`src/rtl/hvgen_pkg.sv`:
```
`timescale 1ns/1ps
`default_nettype none
// ============================================================================
// Module   : hvgen_pkg
// Brief    : Default SYS1 raster timing constants and the modulo-wrap helper
//            shared by the parametrised H/V generator.
// Revision : 1.0 - initial release
// ============================================================================
package hvgen_pkg;

    localparam int DEF_CW          = 15;
    localparam int DEF_H_TOTAL     = 384;
    localparam int DEF_H_ORIGIN    = 16;
    localparam int DEF_H_ACT_START = 30;
    localparam int DEF_H_ACT       = 256;
    localparam int DEF_H_TRIM      = 8;
    localparam int DEF_H_SYNC_BASE = 288;
    localparam int DEF_H_SYNC_W    = 32;
    localparam int DEF_H_OFFS_STEP = 2;
    localparam int DEF_V_TOTAL     = 262;
    localparam int DEF_V_ACT       = 224;
    localparam int DEF_V_SYNC_BASE = 226;
    localparam int DEF_V_SYNC_W    = 4;
    localparam int DEF_V_OFFS_STEP = 4;

    // Folds a value lying within one modulus either side of 0..mod-1 back into range.
    function automatic logic signed [10:0] mod_wrap(
        input logic signed [10:0] val,
        input logic signed [10:0] modulus
    );
        logic signed [10:0] r;
        r = val;
        if (r < 0) begin
            r = r + modulus;
        end else if (r >= modulus) begin
            r = r - modulus;
        end
        return r;
    endfunction

endpackage
`default_nettype wire

```
`src/rtl/hvgen_axis.sv`:
```
`timescale 1ns/1ps
`default_nettype none
// ============================================================================
// Module   : hvgen_axis
// Brief    : One raster axis: position counter, frame-latched sync offset,
//            sync window and active window, with registered blank/sync.
// Revision : 1.0 - initial release
// ============================================================================
module hvgen_axis
    import hvgen_pkg::*;
#(
    parameter int TOTAL     = DEF_H_TOTAL,
    parameter int SYNC_BASE = DEF_H_SYNC_BASE,
    parameter int SYNC_W    = DEF_H_SYNC_W,
    parameter int OFFS_STEP = DEF_H_OFFS_STEP,
    parameter int OFFS_W    = 6
) (
    input  logic              clk,
    input  logic              rst,
    input  logic              en_i,
    input  logic              adv_i,
    input  logic              latch_i,
    input  logic [OFFS_W-1:0] offs_i,
    input  logic [8:0]        act_lo_i,
    input  logic [8:0]        act_hi_i,
    output logic [8:0]        cnt_o,
    output logic              last_o,
    output logic              blk_d_o,
    output logic              blk_o,
    output logic              sync_n_o
);

    localparam logic [8:0]         C_LAST    = 9'(TOTAL - 1);
    localparam logic signed [10:0] C_TOTAL   = 11'(TOTAL);
    localparam logic signed [10:0] C_BASE    = 11'(SYNC_BASE);
    localparam logic signed [10:0] C_STEP    = 11'(OFFS_STEP);
    localparam logic signed [10:0] C_SYNC_W  = 11'(SYNC_W);

    logic [8:0]         cnt_q;
    logic [8:0]         cnt_d;
    logic [OFFS_W-1:0]  offs_q;
    logic               blk_q;
    logic               sync_n_q;
    logic               sync_n_d;
    logic signed [10:0] w_offs_x;
    logic signed [10:0] w_start;
    logic signed [10:0] w_dist;

    always_comb begin
        last_o   = (cnt_q == C_LAST);
        cnt_d    = cnt_q;
        if (adv_i) begin
            cnt_d = last_o ? 9'd0 : cnt_q + 9'd1;
        end
        w_offs_x = {{(11 - OFFS_W){offs_q[OFFS_W-1]}}, offs_q};
        w_start  = mod_wrap(C_BASE + w_offs_x * C_STEP, C_TOTAL);
        // Distance past the sync start, wrapped so the window may straddle TOTAL.
        w_dist   = mod_wrap(signed'({2'b00, cnt_q}) - w_start, C_TOTAL);
        sync_n_d = !(w_dist < C_SYNC_W);
        blk_d_o  = !((cnt_q >= act_lo_i) && (cnt_q < act_hi_i));
    end

    always_ff @(posedge clk) begin
        if (rst) begin
            cnt_q    <= 9'd0;
            offs_q   <= '0;
            blk_q    <= 1'b1;
            sync_n_q <= 1'b1;
        end else if (en_i) begin
            cnt_q    <= cnt_d;
            blk_q    <= blk_d_o;
            sync_n_q <= sync_n_d;
            // The window above still sees the old offset on the latching enable.
            if (latch_i) begin
                offs_q <= offs_i;
            end
        end
    end

    assign cnt_o    = cnt_q;
    assign blk_o    = blk_q;
    assign sync_n_o = sync_n_q;

endmodule
`default_nettype wire

```
`src/rtl/hvgen_param.sv`:
```
`timescale 1ns/1ps
`default_nettype none
// ============================================================================
// Module   : hvgen_param
// Brief    : Parametrised H/V raster generator with frame-latched signed sync
//            offsets. Define HVGEN_RGB_BLANK_EN to zero oRGB during blanking.
// Revision : 1.0 - initial release
// ============================================================================
module hvgen_param
    import hvgen_pkg::*;
#(
    parameter int CW          = DEF_CW,
    parameter int H_TOTAL     = DEF_H_TOTAL,
    parameter int H_ORIGIN    = DEF_H_ORIGIN,
    parameter int H_ACT_START = DEF_H_ACT_START,
    parameter int H_ACT       = DEF_H_ACT,
    parameter int H_TRIM      = DEF_H_TRIM,
    parameter int H_SYNC_BASE = DEF_H_SYNC_BASE,
    parameter int H_SYNC_W    = DEF_H_SYNC_W,
    parameter int H_OFFS_STEP = DEF_H_OFFS_STEP,
    parameter int V_TOTAL     = DEF_V_TOTAL,
    parameter int V_ACT       = DEF_V_ACT,
    parameter int V_SYNC_BASE = DEF_V_SYNC_BASE,
    parameter int V_SYNC_W    = DEF_V_SYNC_W,
    parameter int V_OFFS_STEP = DEF_V_OFFS_STEP
) (
    input  logic          CLK,
    input  logic          RESET,
    input  logic          PCLK_EN,
    input  logic          H240,
    input  logic [5:0]    HOFFS,
    input  logic [4:0]    VOFFS,
    input  logic [CW-1:0] iRGB,
    output logic [8:0]    HPOS,
    output logic [8:0]    VPOS,
    output logic [CW-1:0] oRGB,
    output logic          HBLK,
    output logic          VBLK,
    output logic          HSYN,
    output logic          VSYN,
    output logic          LINE_STB,
    output logic          FRAME_STB
);

    localparam logic [8:0] C_H_A    = 9'(H_ACT_START);
    localparam logic [8:0] C_H_B    = 9'(H_ACT_START + H_ACT);
    localparam logic [8:0] C_H_TRIM = 9'(H_TRIM);
    localparam logic [8:0] C_V_ACT  = 9'(V_ACT);
    localparam logic [8:0] C_ORIGIN = 9'(H_ORIGIN);

    logic [8:0]    w_hcnt;
    logic [8:0]    w_vcnt;
    logic          w_h_last;
    logic          w_v_last;
    logic          w_latch;
    logic [8:0]    w_h_lo;
    logic [8:0]    w_h_hi;
    logic          w_hblk_d;
    logic          w_vblk_d;
    logic [CW-1:0] rgb_d;
    logic [CW-1:0] rgb_q;
    logic          line_stb_q;
    logic          frame_stb_q;

    assign w_h_lo  = H240 ? (C_H_A + C_H_TRIM) : C_H_A;
    assign w_h_hi  = H240 ? (C_H_B - C_H_TRIM) : C_H_B;
    assign w_latch = w_h_last & w_v_last;

    hvgen_axis #(
        .TOTAL     (H_TOTAL),
        .SYNC_BASE (H_SYNC_BASE),
        .SYNC_W    (H_SYNC_W),
        .OFFS_STEP (H_OFFS_STEP),
        .OFFS_W    (6)
    ) u_h_axis (
        .clk      (CLK),
        .rst      (RESET),
        .en_i     (PCLK_EN),
        .adv_i    (1'b1),
        .latch_i  (w_latch),
        .offs_i   (HOFFS),
        .act_lo_i (w_h_lo),
        .act_hi_i (w_h_hi),
        .cnt_o    (w_hcnt),
        .last_o   (w_h_last),
        .blk_d_o  (w_hblk_d),
        .blk_o    (HBLK),
        .sync_n_o (HSYN)
    );

    // Vertical axis steps on the horizontal wrap, so VSYN moves only at line boundaries.
    hvgen_axis #(
        .TOTAL     (V_TOTAL),
        .SYNC_BASE (V_SYNC_BASE),
        .SYNC_W    (V_SYNC_W),
        .OFFS_STEP (V_OFFS_STEP),
        .OFFS_W    (5)
    ) u_v_axis (
        .clk      (CLK),
        .rst      (RESET),
        .en_i     (PCLK_EN),
        .adv_i    (w_h_last),
        .latch_i  (w_latch),
        .offs_i   (VOFFS),
        .act_lo_i (9'd0),
        .act_hi_i (C_V_ACT),
        .cnt_o    (w_vcnt),
        .last_o   (w_v_last),
        .blk_d_o  (w_vblk_d),
        .blk_o    (VBLK),
        .sync_n_o (VSYN)
    );

`ifdef HVGEN_RGB_BLANK_EN
    assign rgb_d = (w_hblk_d | w_vblk_d) ? '0 : iRGB;
`else
    assign rgb_d = iRGB;
    logic w_unused_blk;
    assign w_unused_blk = &{1'b0, w_hblk_d, w_vblk_d};
`endif

    always_ff @(posedge CLK) begin
        if (RESET) begin
            line_stb_q  <= 1'b0;
            frame_stb_q <= 1'b0;
            rgb_q       <= '0;
        end else if (PCLK_EN) begin
            line_stb_q  <= (w_hcnt == 9'd0);
            frame_stb_q <= (w_hcnt == 9'd0) && (w_vcnt == 9'd0);
            rgb_q       <= rgb_d;
        end
    end

    assign HPOS      = w_hcnt - C_ORIGIN;
    assign VPOS      = w_vcnt;
    assign oRGB      = rgb_q;
    assign LINE_STB  = line_stb_q;
    assign FRAME_STB = frame_stb_q;

endmodule
`default_nettype wire

```
`config.mk`:
```
export PLATFORM = sky130hd
export DESIGN_NAME = hvgen_param
export DESIGN_NICKNAME = d
export VERILOG_FILES = /design/src/rtl/hvgen_pkg.sv /design/src/rtl/hvgen_axis.sv /design/src/rtl/hvgen_param.sv
export SDC_FILE = /design/constraint.sdc
export NUM_CORES = 1
export LEC_CHECK = 0
export BUFFER_PORTS_ARGS = -buffer_cell sky130_fd_sc_hd__buf_2
export CAP_MARGIN = 30
export CORE_ASPECT_RATIO = 1.75
export CORE_UTILIZATION = 35
export DETAILED_ROUTE_END_ITERATION = 7
export HOLD_SLACK_MARGIN = 0.1
export PLACE_DENSITY = 0.57
export SLEW_MARGIN = 15
export SYNTH_ARGS = -nofsm -noshare
export SYNTH_HDL_FRONTEND = slang
export SYNTH_SLANG_ARGS = --single-unit
```
`constraint.sdc`:
```
create_clock -name CLK -period 3.7 [get_ports CLK]
set_input_delay 0.185 -clock CLK [delete_from_list [all_inputs] [get_ports CLK]]
set_output_delay 0.185 -clock CLK [all_outputs]
set_load 0.05 [all_outputs]
```
==> results of run 1 <==
[worst max-delay path, delay by kind of cell, from the launching register on]
family          cells  cell delay (ns)
buf+inv             3             0.36
fa+ha+maj           2             0.57
compound gates      9             1.85
flops               1             0.36
simple gates        3             0.36
[routing by layer]
layer,up-vias,track usage [%],share of wire (%)
met2,106,38.8,57
met5,-,0,0
met4,0,10.2,4.6
met3,37,2.69,3.4
li1,1848,-,-
met1,1741,18.3,35
[timing repair]
action / 4_1_cts / 5_1_grt
setup buffers: 0 / 6
endpoints found under the setup margin: 1 / 1
gates resized for setup: 2 / 33
hold buffers: 0 / 0
pin swaps: 1 / 16
[synthesized netlist by cell type (4+ instances only)]
cell type,n,area (µm²)
o21ai_0,13,65.1
o211ai_1,5,37.5
a21oi_1,23,115
nor3_1,16,80.1
mux2i_1,29,290
and3_1,4,25.0
o21a_1,4,30.0
a211o_1,4,35.0
nand2_1,32,120
and2_1,4,25.0
clkbuf_1,13,48.8
or3_1,5,31.3
nor2b_1,7,43.8
ha_1,37,463
xnor2_1,18,158
nand3b_1,6,45.0
buf_4,4,30.0
nand3_1,14,70.1
dfxtp_1,50,1000
nand2b_1,7,43.8
inv_1,31,116
nor2_1,60,225
nand4_1,11,68.8
xor2_1,12,105
[per-stage QoR]
stage          hold slack, ns  area (µm²)
6_report                0.121        4850
5_1_grt                 0.133        4850
4_1_cts                 0.115        4660
3_5_place_dp            0.421        4500
3_3_place_gp            0.417        4500
2_1_floorplan           0.329        3920
[cells by family after synthesis]
family                     after synthesis
and+or+nand+nor                        182
AOI/OAI and AO/OA                       91
buffers and inverters                   55
DFF                                     50
adders and majority gates               39
xor gates and xnor gates                32
muxes                                   30
[power groups by stage]
| stage | Sequential, µW | Clock (µW) | Combinational (µW) |
|---|---|---|---|
| final | 562 | 471 | 136 |
| after global placement | 575 | 0 | 137 |
| after global routing | 564 | 502 | 146 |
| after CTS | 563 | 487 | 138 |
| after detailed placement | 575 | 0 | 138 |
| after floorplan | 620 | 0 | 50.1 |
[flip-flops by register name, indices dropped and copies added, names as in the netlist]
| signal | count |
|---|---|
| LINE_STB | 1 |
| FRAME_STB | 1 |
| u_v_axis.cnt_o | 9 |
| oRGB | 15 |
| u_h_axis.sync_n_o | 1 |
| u_h_axis.blk_o | 1 |
| u_v_axis.blk_o | 1 |
| u_h_axis.cnt_o | 9 |
| u_v_axis.offs_q | 5 |
| u_v_axis.sync_n_o | 1 |
| u_h_axis.offs_q | 6 |
[layout make-up]
| cell class | instances | area, µm² | share of cell area (%) |
|---|---|---|---|
| Multi-Input combinational cell | 374 | 2840 | 58.6 |
| Sequential cell | 50 | 1010 | 20.8 |
| Timing Repair Buffer | 98 | 569 | 11.7 |
| Tap cell | 130 | 163 | 3.35 |
| Clock buffer | 7 | 143 | 2.94 |
| Inverter | 32 | 120 | 2.48 |
| Clock inverter | 1 | 5.00 | 0.103 |
[worst paths after layout]
path,start,end,slack (ns),depth (start not counted)
setup reg to reg,u_v_axis.offs_q[1]$_SDFFE_PP0P_,u_v_axis.sync_n_o$_SDFFE_PP1P_,0.09,17
hold / removal,HOFFS[3],u_h_axis.offs_q[3]$_SDFFE_PP0P_,0.12,3
hold reg to reg,FRAME_STB$_SDFFE_PP0P_,FRAME_STB$_SDFFE_PP0P_,0.47,2
setup / recovery,u_v_axis.offs_q[1]$_SDFFE_PP0P_,u_v_axis.sync_n_o$_SDFFE_PP1P_,0.09,17
==> flow_summary.html, run 1 <==
<table>
<tr><th>Metric</th><th>Value</th></tr>
<tr><th colspan="2">Clocking</th></tr>
<tr><td>Cts bufs inserted</td><td>5</td></tr>
<tr><td>CTS sink cnt</td><td>50</td></tr>
<tr><td>TritonCTS clock tree</td><td>done</td></tr>
<tr><td>Clock network latency to the later pin of the worst-skew pair</td><td>0.30 ns</td></tr>
<tr><td>Clock-pin slew reported for the worst setup and hold paths after clock tree synthesis</td><td>0.07 ns</td></tr>
<tr><td>Number of H-tree levels</td><td>2</td></tr>
<tr><td>Root buffer selected by CTS</td><td>clkbuf_16</td></tr>
<tr><td>Max Buffers Root-to-Sink</td><td>2</td></tr>
<tr><th colspan="2">Logic synthesis</th></tr>
<tr><td>Post-synth design cell area</td><td>3920 µm²</td></tr>
<tr><td>Dominant combinational cell family by area after synthesis</td><td>simple AND/OR/NAND/NOR gates</td></tr>
<tr><td>Number of synthesized register bits</td><td>50</td></tr>
<tr><td>Syn avg cell area</td><td>8.19 µm²</td></tr>
<tr><td>Area share of fa/ha/maj cells after synthesis</td><td>between 10% and 20%</td></tr>
<tr><td>Area share of and/or/nand/nor cells after synthesis</td><td>23.1%</td></tr>
<tr><td>Most common flop cell mapped by yosys</td><td>dfxtp_1</td></tr>
<tr><td>Yosys Warn Count</td><td>0</td></tr>
<tr><td>Number of synthesized flops with an enable pin</td><td>0</td></tr>
<tr><td>Multiplexer area fraction after synthesis</td><td>7.69%</td></tr>
<tr><td>Share of the synthesized area in compound gates (AO/OA/AOI/OAI)</td><td>17.5%</td></tr>
<tr><td>Share of async-settable or async-resettable flops after synthesis</td><td>0%</td></tr>
<tr><td>XOR/XNOR share of the synthesized area</td><td>7.53%</td></tr>
<tr><td>Post-synth net total</td><td>548</td></tr>
<tr><td>Number of unique standard cell types used by synthesis</td><td>72</td></tr>
<tr><td>Synthesized instance count</td><td>479</td></tr>
<tr><td>Share of the yosys chip area belonging to registers</td><td>roughly 26%</td></tr>
<tr><th colspan="2">Setup path</th></tr>
<tr><td>Crit Path Class</td><td>reg -&gt; reg</td></tr>
<tr><td>Delay of the slowest cell on the worst path</td><td>0.37 ns</td></tr>
<tr><td>Data arrival, critical path</td><td>3.79 ns</td></tr>
<tr><td>Startpoint type of the worst setup path</td><td>flip-flop</td></tr>
<tr><td>Critical-path maximum fanout</td><td>8</td></tr>
<tr><td>Highest-delay cell along the critical path</td><td>ha_1</td></tr>
<tr><td>Crit path capture type</td><td>flip-flop</td></tr>
<tr><td>Worst path cell trace</td><td>inv_1 -&gt; ha_1 -&gt; a32o_2 -&gt; nand2_1 -&gt; o21ai_1 -&gt; ha_1 -&gt; buf_6 -&gt; nand3b_1 -&gt; buf_4 -&gt; and3_1 -&gt; o21ai_2 -&gt; a2111oi_4 -&gt; o21ai_2 -&gt; o221a_2 -&gt; o221ai_1 -&gt; a221oi_1 -&gt; a31oi_1</td></tr>
<tr><td>Data required time at the worst endpoint</td><td>3.88 ns</td></tr>
<tr><th colspan="2">STA</th></tr>
<tr><td>Tcrit/Tclk final</td><td>97.6%</td></tr>
<tr><td>Clock skew</td><td>about 0.011 ns</td></tr>
<tr><td>Maximum clock frequency</td><td>0.277 GHz</td></tr>
<tr><td># setup viols final</td><td>0</td></tr>
<tr><td>Period minus WS final</td><td>3.61 ns</td></tr>
<tr><td>Max transition margin</td><td>a little under half</td></tr>
<tr><td>Setup TNS after final layout</td><td>0 ns</td></tr>
<tr><td>Count of pins over their slew limit</td><td>0</td></tr>
<tr><td>Setup WS post-layout</td><td>0.0887 ns</td></tr>
<tr><td>Hold Violations, Final</td><td>0</td></tr>
<tr><td>Least-Margin Pin Slew</td><td>0.783 ns</td></tr>
<tr><th colspan="2">Global route</th></tr>
<tr><td>Number of global-route vias before repair</td><td>3667</td></tr>
<tr><td>Initial antenna violation count</td><td>0</td></tr>
<tr><td>GRT Overall Usage</td><td>19.6%</td></tr>
<tr><td>Final global-route overflow total</td><td>0</td></tr>
<tr><td>First-pass GRT wire length</td><td>17.4 mm</td></tr>
<tr><td>Largest net degree at the start of global routing</td><td>44</td></tr>
<tr><th colspan="2">Power and ir drop</th></tr>
<tr><td>Cell internal power dissipation</td><td>862 µW</td></tr>
<tr><td>Combinational cell fraction of total power</td><td>11.6%</td></tr>
<tr><td>Switching power of the nets</td><td>between 300 and 400 µW</td></tr>
<tr><td>Leak pwr</td><td>approximately 0.0022 µW</td></tr>
<tr><td>Clk pwr share</td><td>40.3%</td></tr>
<tr><td>Sw Ratio</td><td>26.3%</td></tr>
<tr><td>VDD IR max</td><td>approximately 0.23 mV</td></tr>
<tr><td>Seq pwr share</td><td>48.1%</td></tr>
<tr><td>Total power draw</td><td>around 1200 µW</td></tr>
<tr><td>Power density normalized to cell area</td><td>241 nW/µm²</td></tr>
<tr><th colspan="2">Finish</th></tr>
<tr><td>Area overhead of the layout relative to synthesis</td><td>23.7%</td></tr>
<tr><td>Most common library cell in the layout ignoring fill and taps</td><td>buf_2</td></tr>
<tr><td>Inserted Diodes</td><td>0</td></tr>
<tr><td>Final Instance Count excl. Fillers</td><td>a little under 700</td></tr>
<tr><td>Commonest non-fill, non-tap cells in the layout</td><td>buf_2, nor2_1, dfxtp_1</td></tr>
<tr><td>Fill cell total of the finished layout</td><td>1077</td></tr>
<tr><td>Layout net count</td><td>630</td></tr>
<tr><td>Core Util, Final</td><td>44.8%</td></tr>
<tr><td>Fraction of layout cells with a size suffix above 1</td><td>26.9%</td></tr>
<tr><th colspan="2">Floorplanning</th></tr>
<tr><td>Overall die width</td><td>82.0 µm</td></tr>
<tr><td>Standard cell core area</td><td>roughly 11000 µm²</td></tr>
<tr><td>I/O pin count</td><td>69</td></tr>
<tr><td>Initial Util</td><td>36.2%</td></tr>
<tr><td>Die area</td><td>11700 µm²</td></tr>
<tr><td>Standard-cell rows</td><td>50</td></tr>
<tr><td>Die Span Y</td><td>~140 µm</td></tr>
<tr><th colspan="2">Drt</th></tr>
<tr><td>Average via count per standard cell</td><td>5.39</td></tr>
<tr><td>Detailed-router iteration count before antenna repair</td><td>4</td></tr>
<tr><td>Post-route DRC violation count</td><td>0</td></tr>
<tr><td>Routed wire length per instance</td><td>16.1 µm</td></tr>
<tr><td>DRT antenna net count</td><td>0</td></tr>
<tr><td>Total Wirelength</td><td>11.1 mm</td></tr>
<tr><td>Violation count after the first detailed-route iteration</td><td>132</td></tr>
<tr><td>Vias</td><td>3732</td></tr>
<tr><th colspan="2">Placed design</th></tr>
<tr><td># port buffers</td><td>slightly below 70</td></tr>
<tr><td>Placed instance count</td><td>approximately 680</td></tr>
<tr><td>Final RePlAce weighted congestion</td><td>0.926</td></tr>
<tr><td>Dpl hpwl</td><td>between 8 and 9 mm</td></tr>
<tr><td>Post-place setup slack</td><td>-0.0900 ns</td></tr>
<tr><th colspan="2">Job</th></tr>
<tr><td>Max_cap viols</td><td>0</td></tr>
<tr><th colspan="2">Status</th></tr>
<tr><td>Result of the run</td><td>complete, no violations</td></tr>
<tr><th colspan="2">Hold path</th></tr>
<tr><td>Worst hold-check path type</td><td>in -&gt; reg</td></tr>
</table>
Power figures use the tool's default switching activity.
==> inputs of run 2 (changes only) <==
--- a/config.mk
+++ b/config.mk
@@ -10,6 +10,7 @@
 export CORE_ASPECT_RATIO = 1.75
 export CORE_UTILIZATION = 35
 export DETAILED_ROUTE_END_ITERATION = 7
+export GPL_TIMING_DRIVEN = 0
 export HOLD_SLACK_MARGIN = 0.1
 export PLACE_DENSITY = 0.57
 export SLEW_MARGIN = 15
==> flow_summary.html, run 2 (same netlist as run 1, synthesis figures left out) <==
<table>
<tr><th>Metric</th><th>Value</th></tr>
<tr><th colspan="2">Global route</th></tr>
<tr><td>Number of global-route vias before repair</td><td>3646 (was 3667)</td></tr>
<tr><td>First-pass GRT wire length</td><td>17.1 mm (was 17.4 mm)</td></tr>
<tr><td>Initial antenna violation count</td><td>0 (unchanged)</td></tr>
<tr><td>Final global-route overflow total</td><td>0 (unchanged)</td></tr>
<tr><td>Largest net degree at the start of global routing</td><td>17 (was 44)</td></tr>
<tr><td>GRT Overall Usage</td><td>19.0% (was 19.6%)</td></tr>
<tr><th colspan="2">Power and ir drop</th></tr>
<tr><td>Seq pwr share</td><td>45.7% (was 48.1%)</td></tr>
<tr><td>Combinational cell fraction of total power</td><td>11.4% (was 11.6%)</td></tr>
<tr><td>Cell internal power dissipation</td><td>914 µW (was 862 µW)</td></tr>
<tr><td>Power density normalized to cell area</td><td>237 nW/µm² (was 241 nW/µm²)</td></tr>
<tr><td>Switching power of the nets</td><td>312 µW (was 308 µW)</td></tr>
<tr><td>Leak pwr</td><td>0.00227 µW (was 0.00218 µW)</td></tr>
<tr><td>Sw Ratio</td><td>25.4% (was 26.3%)</td></tr>
<tr><td>VDD IR max</td><td>0.254 mV (was 0.227 mV)</td></tr>
<tr><td>Clk pwr share</td><td>42.9% (was 40.3%)</td></tr>
<tr><th colspan="2">Drt</th></tr>
<tr><td>Average via count per standard cell</td><td>5.28 (was 5.39)</td></tr>
<tr><td>Routed wire length per instance</td><td>15.5 µm (was 16.1 µm)</td></tr>
<tr><td>Vias</td><td>3756 (was 3732)</td></tr>
<tr><td>Post-route DRC violation count</td><td>0 (unchanged)</td></tr>
<tr><td>Total Wirelength</td><td>11.1 mm (about the same)</td></tr>
<tr><td>Violation count after the first detailed-route iteration</td><td>137 (was 132)</td></tr>
<tr><td>Detailed-router iteration count before antenna repair</td><td>4 (unchanged)</td></tr>
<tr><td>DRT antenna net count</td><td>0 (unchanged)</td></tr>
<tr><th colspan="2">STA</th></tr>
<tr><td>Least-Margin Pin Slew</td><td>0.767 ns (was 0.783 ns)</td></tr>
<tr><td>Max transition margin</td><td>48.8% (was 47.8%)</td></tr>
<tr><td>Maximum clock frequency</td><td>0.270 GHz (was 0.277 GHz)</td></tr>
<tr><td>Final Hold Slack</td><td>0.119 ns (was 0.121 ns)</td></tr>
<tr><td>Setup TNS after final layout</td><td>-0.00965 ns (was 0 ns)</td></tr>
<tr><td>Count of pins over their slew limit</td><td>0 (unchanged)</td></tr>
<tr><td>Setup WS post-layout</td><td>-0.00965 ns (was 0.0887 ns)</td></tr>
<tr><td>Tcrit/Tclk final</td><td>100% (was 97.6%)</td></tr>
<tr><td>Clock skew</td><td>0.00824 ns (was 0.0112 ns)</td></tr>
<tr><td>Hold Violations, Final</td><td>0 (unchanged)</td></tr>
<tr><td>Setup repair after global routing missed its margin</td><td>true</td></tr>
<tr><td># setup viols final</td><td>1 (was 0)</td></tr>
<tr><td>Period minus WS final</td><td>3.71 ns (was 3.61 ns)</td></tr>
<tr><th colspan="2">Floorplanning</th></tr>
<tr><td>Standard-cell rows</td><td>50 (unchanged)</td></tr>
<tr><td>I/O pin count</td><td>69 (unchanged)</td></tr>
<tr><td>Overall die width</td><td>82.0 µm (unchanged)</td></tr>
<tr><td>Standard cell core area</td><td>10800 µm² (unchanged)</td></tr>
<tr><td>Die Span Y</td><td>142 µm (unchanged)</td></tr>
<tr><td>Die area</td><td>11700 µm² (unchanged)</td></tr>
<tr><td>Initial Util</td><td>36.2% (unchanged)</td></tr>
<tr><th colspan="2">Clocking</th></tr>
<tr><td>Clock-pin slew reported for the worst setup and hold paths after clock tree synthesis</td><td>0.07 ns (about the same)</td></tr>
<tr><td>Number of H-tree levels</td><td>2 (unchanged)</td></tr>
<tr><td>Clock network latency to the later pin of the worst-skew pair</td><td>0.29 ns (was 0.30 ns)</td></tr>
<tr><td>Max Buffers Root-to-Sink</td><td>2 (unchanged)</td></tr>
<tr><td>Cts bufs inserted</td><td>5 (unchanged)</td></tr>
<tr><td>Root buffer selected by CTS</td><td>clkbuf_16 (unchanged)</td></tr>
<tr><td>TritonCTS clock tree</td><td>done (unchanged)</td></tr>
<tr><td>CTS sink cnt</td><td>50 (unchanged)</td></tr>
<tr><td>Hold-fix buffer count after cts</td><td>0 (unchanged)</td></tr>
<tr><th colspan="2">Finish</th></tr>
<tr><td>Flip-flop count of the largest register after layout</td><td>15 (unchanged)</td></tr>
<tr><td>Layout net count</td><td>650 (was 630)</td></tr>
<tr><td>Core Util, Final</td><td>47.7% (was 44.8%)</td></tr>
<tr><td>Area overhead of the layout relative to synthesis</td><td>31.6% (was 23.7%)</td></tr>
<tr><td>Final Instance Count excl. Fillers</td><td>712 (was 692)</td></tr>
<tr><td>Finished Cell Area</td><td>5160 µm² (was 4850 µm²)</td></tr>
<tr><td>Inserted Diodes</td><td>0 (unchanged)</td></tr>
<tr><td>Fraction of layout cells with a size suffix above 1</td><td>30.6% (was 26.9%)</td></tr>
<tr><td>Fill cell total of the finished layout</td><td>1060 (was 1077)</td></tr>
<tr><td>Most common library cell in the layout ignoring fill and taps</td><td>buf_2 (unchanged)</td></tr>
<tr><td>Commonest non-fill, non-tap cells in the layout</td><td>buf_2, nor2_1, dfxtp_1 (unchanged)</td></tr>
<tr><th colspan="2">Setup path</th></tr>
<tr><td>Crit path to</td><td>u_v_axis.sync_n_o$_SDFFE_PP1P_ (unchanged)</td></tr>
<tr><td>R2R depth</td><td>17 (unchanged)</td></tr>
<tr><td>Delay of the slowest cell on the worst path</td><td>0.49 ns (was 0.37 ns)</td></tr>
<tr><td>Crit Path Class</td><td>reg -&gt; reg (unchanged)</td></tr>
<tr><td>Crit path capture type</td><td>flip-flop (unchanged)</td></tr>
<tr><td>Startpoint type of the worst setup path</td><td>flip-flop (unchanged)</td></tr>
<tr><td>Data required time at the worst endpoint</td><td>3.87 ns (was 3.88 ns)</td></tr>
<tr><td>Worst R2R Setup Slack</td><td>-0.01 ns (was 0.09 ns)</td></tr>
<tr><td>R2r endpoint</td><td>u_v_axis.sync_n_o$_SDFFE_PP1P_ (unchanged)</td></tr>
<tr><td>Timing startpoint of the critical path</td><td>u_v_axis.offs_q[0]$_SDFFE_PP0P_ (was u_v_axis.offs_q[1]$_SDFFE_PP0P_)</td></tr>
<tr><td>Highest-delay cell along the critical path</td><td>a2111oi_4 (was ha_1)</td></tr>
<tr><td>Critical-path maximum fanout</td><td>8 (unchanged)</td></tr>
<tr><td>Data arrival, critical path</td><td>3.88 ns (was 3.79 ns)</td></tr>
<tr><td>Worst reg2reg path startpoint</td><td>u_v_axis.offs_q[0]$_SDFFE_PP0P_ (was u_v_axis.offs_q[1]$_SDFFE_PP0P_)</td></tr>
<tr><td>Worst path cell trace</td><td>nor3_4 -&gt; nand2_1 -&gt; a32o_2 -&gt; buf_4 -&gt; nand3_2 -&gt; xor2_1 -&gt; ha_1 -&gt; buf_6 -&gt; inv_2 -&gt; a221oi_2 -&gt; o21ai_2 -&gt; a2111oi_4 -&gt; nor2_2 -&gt; mux2_4 -&gt; o221ai_4 -&gt; a221oi_2 -&gt; a31oi_1 (was inv_1 -&gt; ha_1 -&gt; a32o_2 -&gt; nand2_1 -&gt; o21ai_1 -&gt; ha_1 -&gt; buf_6 -&gt; nand3b_1 -&gt; buf_4 -&gt; and3_1 -&gt; o21ai_2 -&gt; a2111oi_4 -&gt; o21ai_2 -&gt; o221a_2 -&gt; o221ai_1 -&gt; a221oi_1 -&gt; a31oi_1)</td></tr>
<tr><td>Cell with the most instances on the worst path</td><td>a221oi_2</td></tr>
<tr><th colspan="2">Status</th></tr>
<tr><td>Violations in the final reports</td><td>setup timing</td></tr>
<tr><td>Result of the run</td><td>finished, violations left (was complete, no violations)</td></tr>
<tr><th colspan="2">Job</th></tr>
<tr><td>Max_cap viols</td><td>0 (unchanged)</td></tr>
<tr><th colspan="2">Hold path</th></tr>
<tr><td>Worst hold-check path type</td><td>in -&gt; reg (unchanged)</td></tr>
<tr><td>Hold wc startpoint</td><td>HOFFS[1] (was HOFFS[3])</td></tr>
<tr><th colspan="2">Placed design</th></tr>
<tr><td># port buffers</td><td>66 (was 68)</td></tr>
<tr><td>Final RePlAce weighted congestion</td><td>0.858 (was 0.926)</td></tr>
<tr><td>Placed instance count</td><td>675 (was 678)</td></tr>
<tr><td>Dpl hpwl</td><td>8.33 mm (was 8.79 mm)</td></tr>
<tr><td>Cell area after placement</td><td>4420 µm² (was 4500 µm²)</td></tr>
</table>
[run 2: cell types whose count changed in the layout (fill, tap and decap cells not counted), sizes merged]
cell and delta:
inv +1, buf +9, bufinv +1, clkbuf +9
[run 2: cell type report]
cell class	count	area (µm²)	area share, %
Timing Repair Buffer	98	578	11.2
Tap cell	130	163	3.15
Clock inverter	3	43.8	0.848
Sequential cell	50	1010	19.7
Buffer	20	98.8	1.92
Multi-Input combinational cell	374	3020	58.5
Inverter	32	120	2.33
Clock buffer	5	125	2.42
[run 2: stage by stage]
step	power, µW	setup slack, ns
CTS	1240	0.0165
global route	1270	-0.120
detailed placement	716	-0.577
finish	1230	-0.00965
global placement	714	-0.557
floorplan	670	0.109
[run 2: per-layer routing]
layer	track usage (%)	wire (µm)	part of all wire [%]	up-vias
li1	-	-	-	1886
met5	0	0	0	-
met1	18.2	4000	36	1761
met4	6.46	301	2.7	0
met2	38.4	6350	57	91
met3	2.82	419	3.8	18
[run 2: critical path: cells and delay by family, from the launching register on]
family / cells / cell delay, ns
AO/OA/AOI/OAI: 7 / 1.74
AND/OR/NAND/NOR: 4 / 0.48
flip-flops: 1 / 0.37
buffers and inverters: 3 / 0.35
multiplexers: 1 / 0.23
XOR/XNOR: 1 / 0.21
adder cells (fa/ha/maj): 1 / 0.21
[run 2: power by group through the flow]
stage | clock network [µW] | logic (µW) | registers [µW]
final | 525 | 140 | 560
after global routing | 557 | 151 | 562
after CTS | 542 | 142 | 560
after detailed placement | 0 | 141 | 575
after global placement | 0 | 140 | 574
after floorplan | 0 | 50.1 | 620
[run 2: what timing repair did]
item,CTS,global route
setup buffers,12,20
pin swaps,11,30
endpoints found under the hold margin,0,0
gates resized for setup,39,38
setup endpoints to repair,1,1
[run 2: worst min path at each step]
stage,end,slack (ns),depth (start not counted)
after floorplan,u_h_axis.offs_q[0]$_SDFFE_PP0P_,0.33,2
after global placement,u_h_axis.offs_q[2]$_SDFFE_PP0P_,0.42,3
after detailed placement,u_h_axis.offs_q[1]$_SDFFE_PP0P_,0.42,3
after CTS,u_h_axis.offs_q[1]$_SDFFE_PP0P_,0.11,3
after global routing,oRGB[10]$_SDFFE_PP0P_,0.13,3
final,u_h_axis.offs_q[1]$_SDFFE_PP0P_,0.12,3
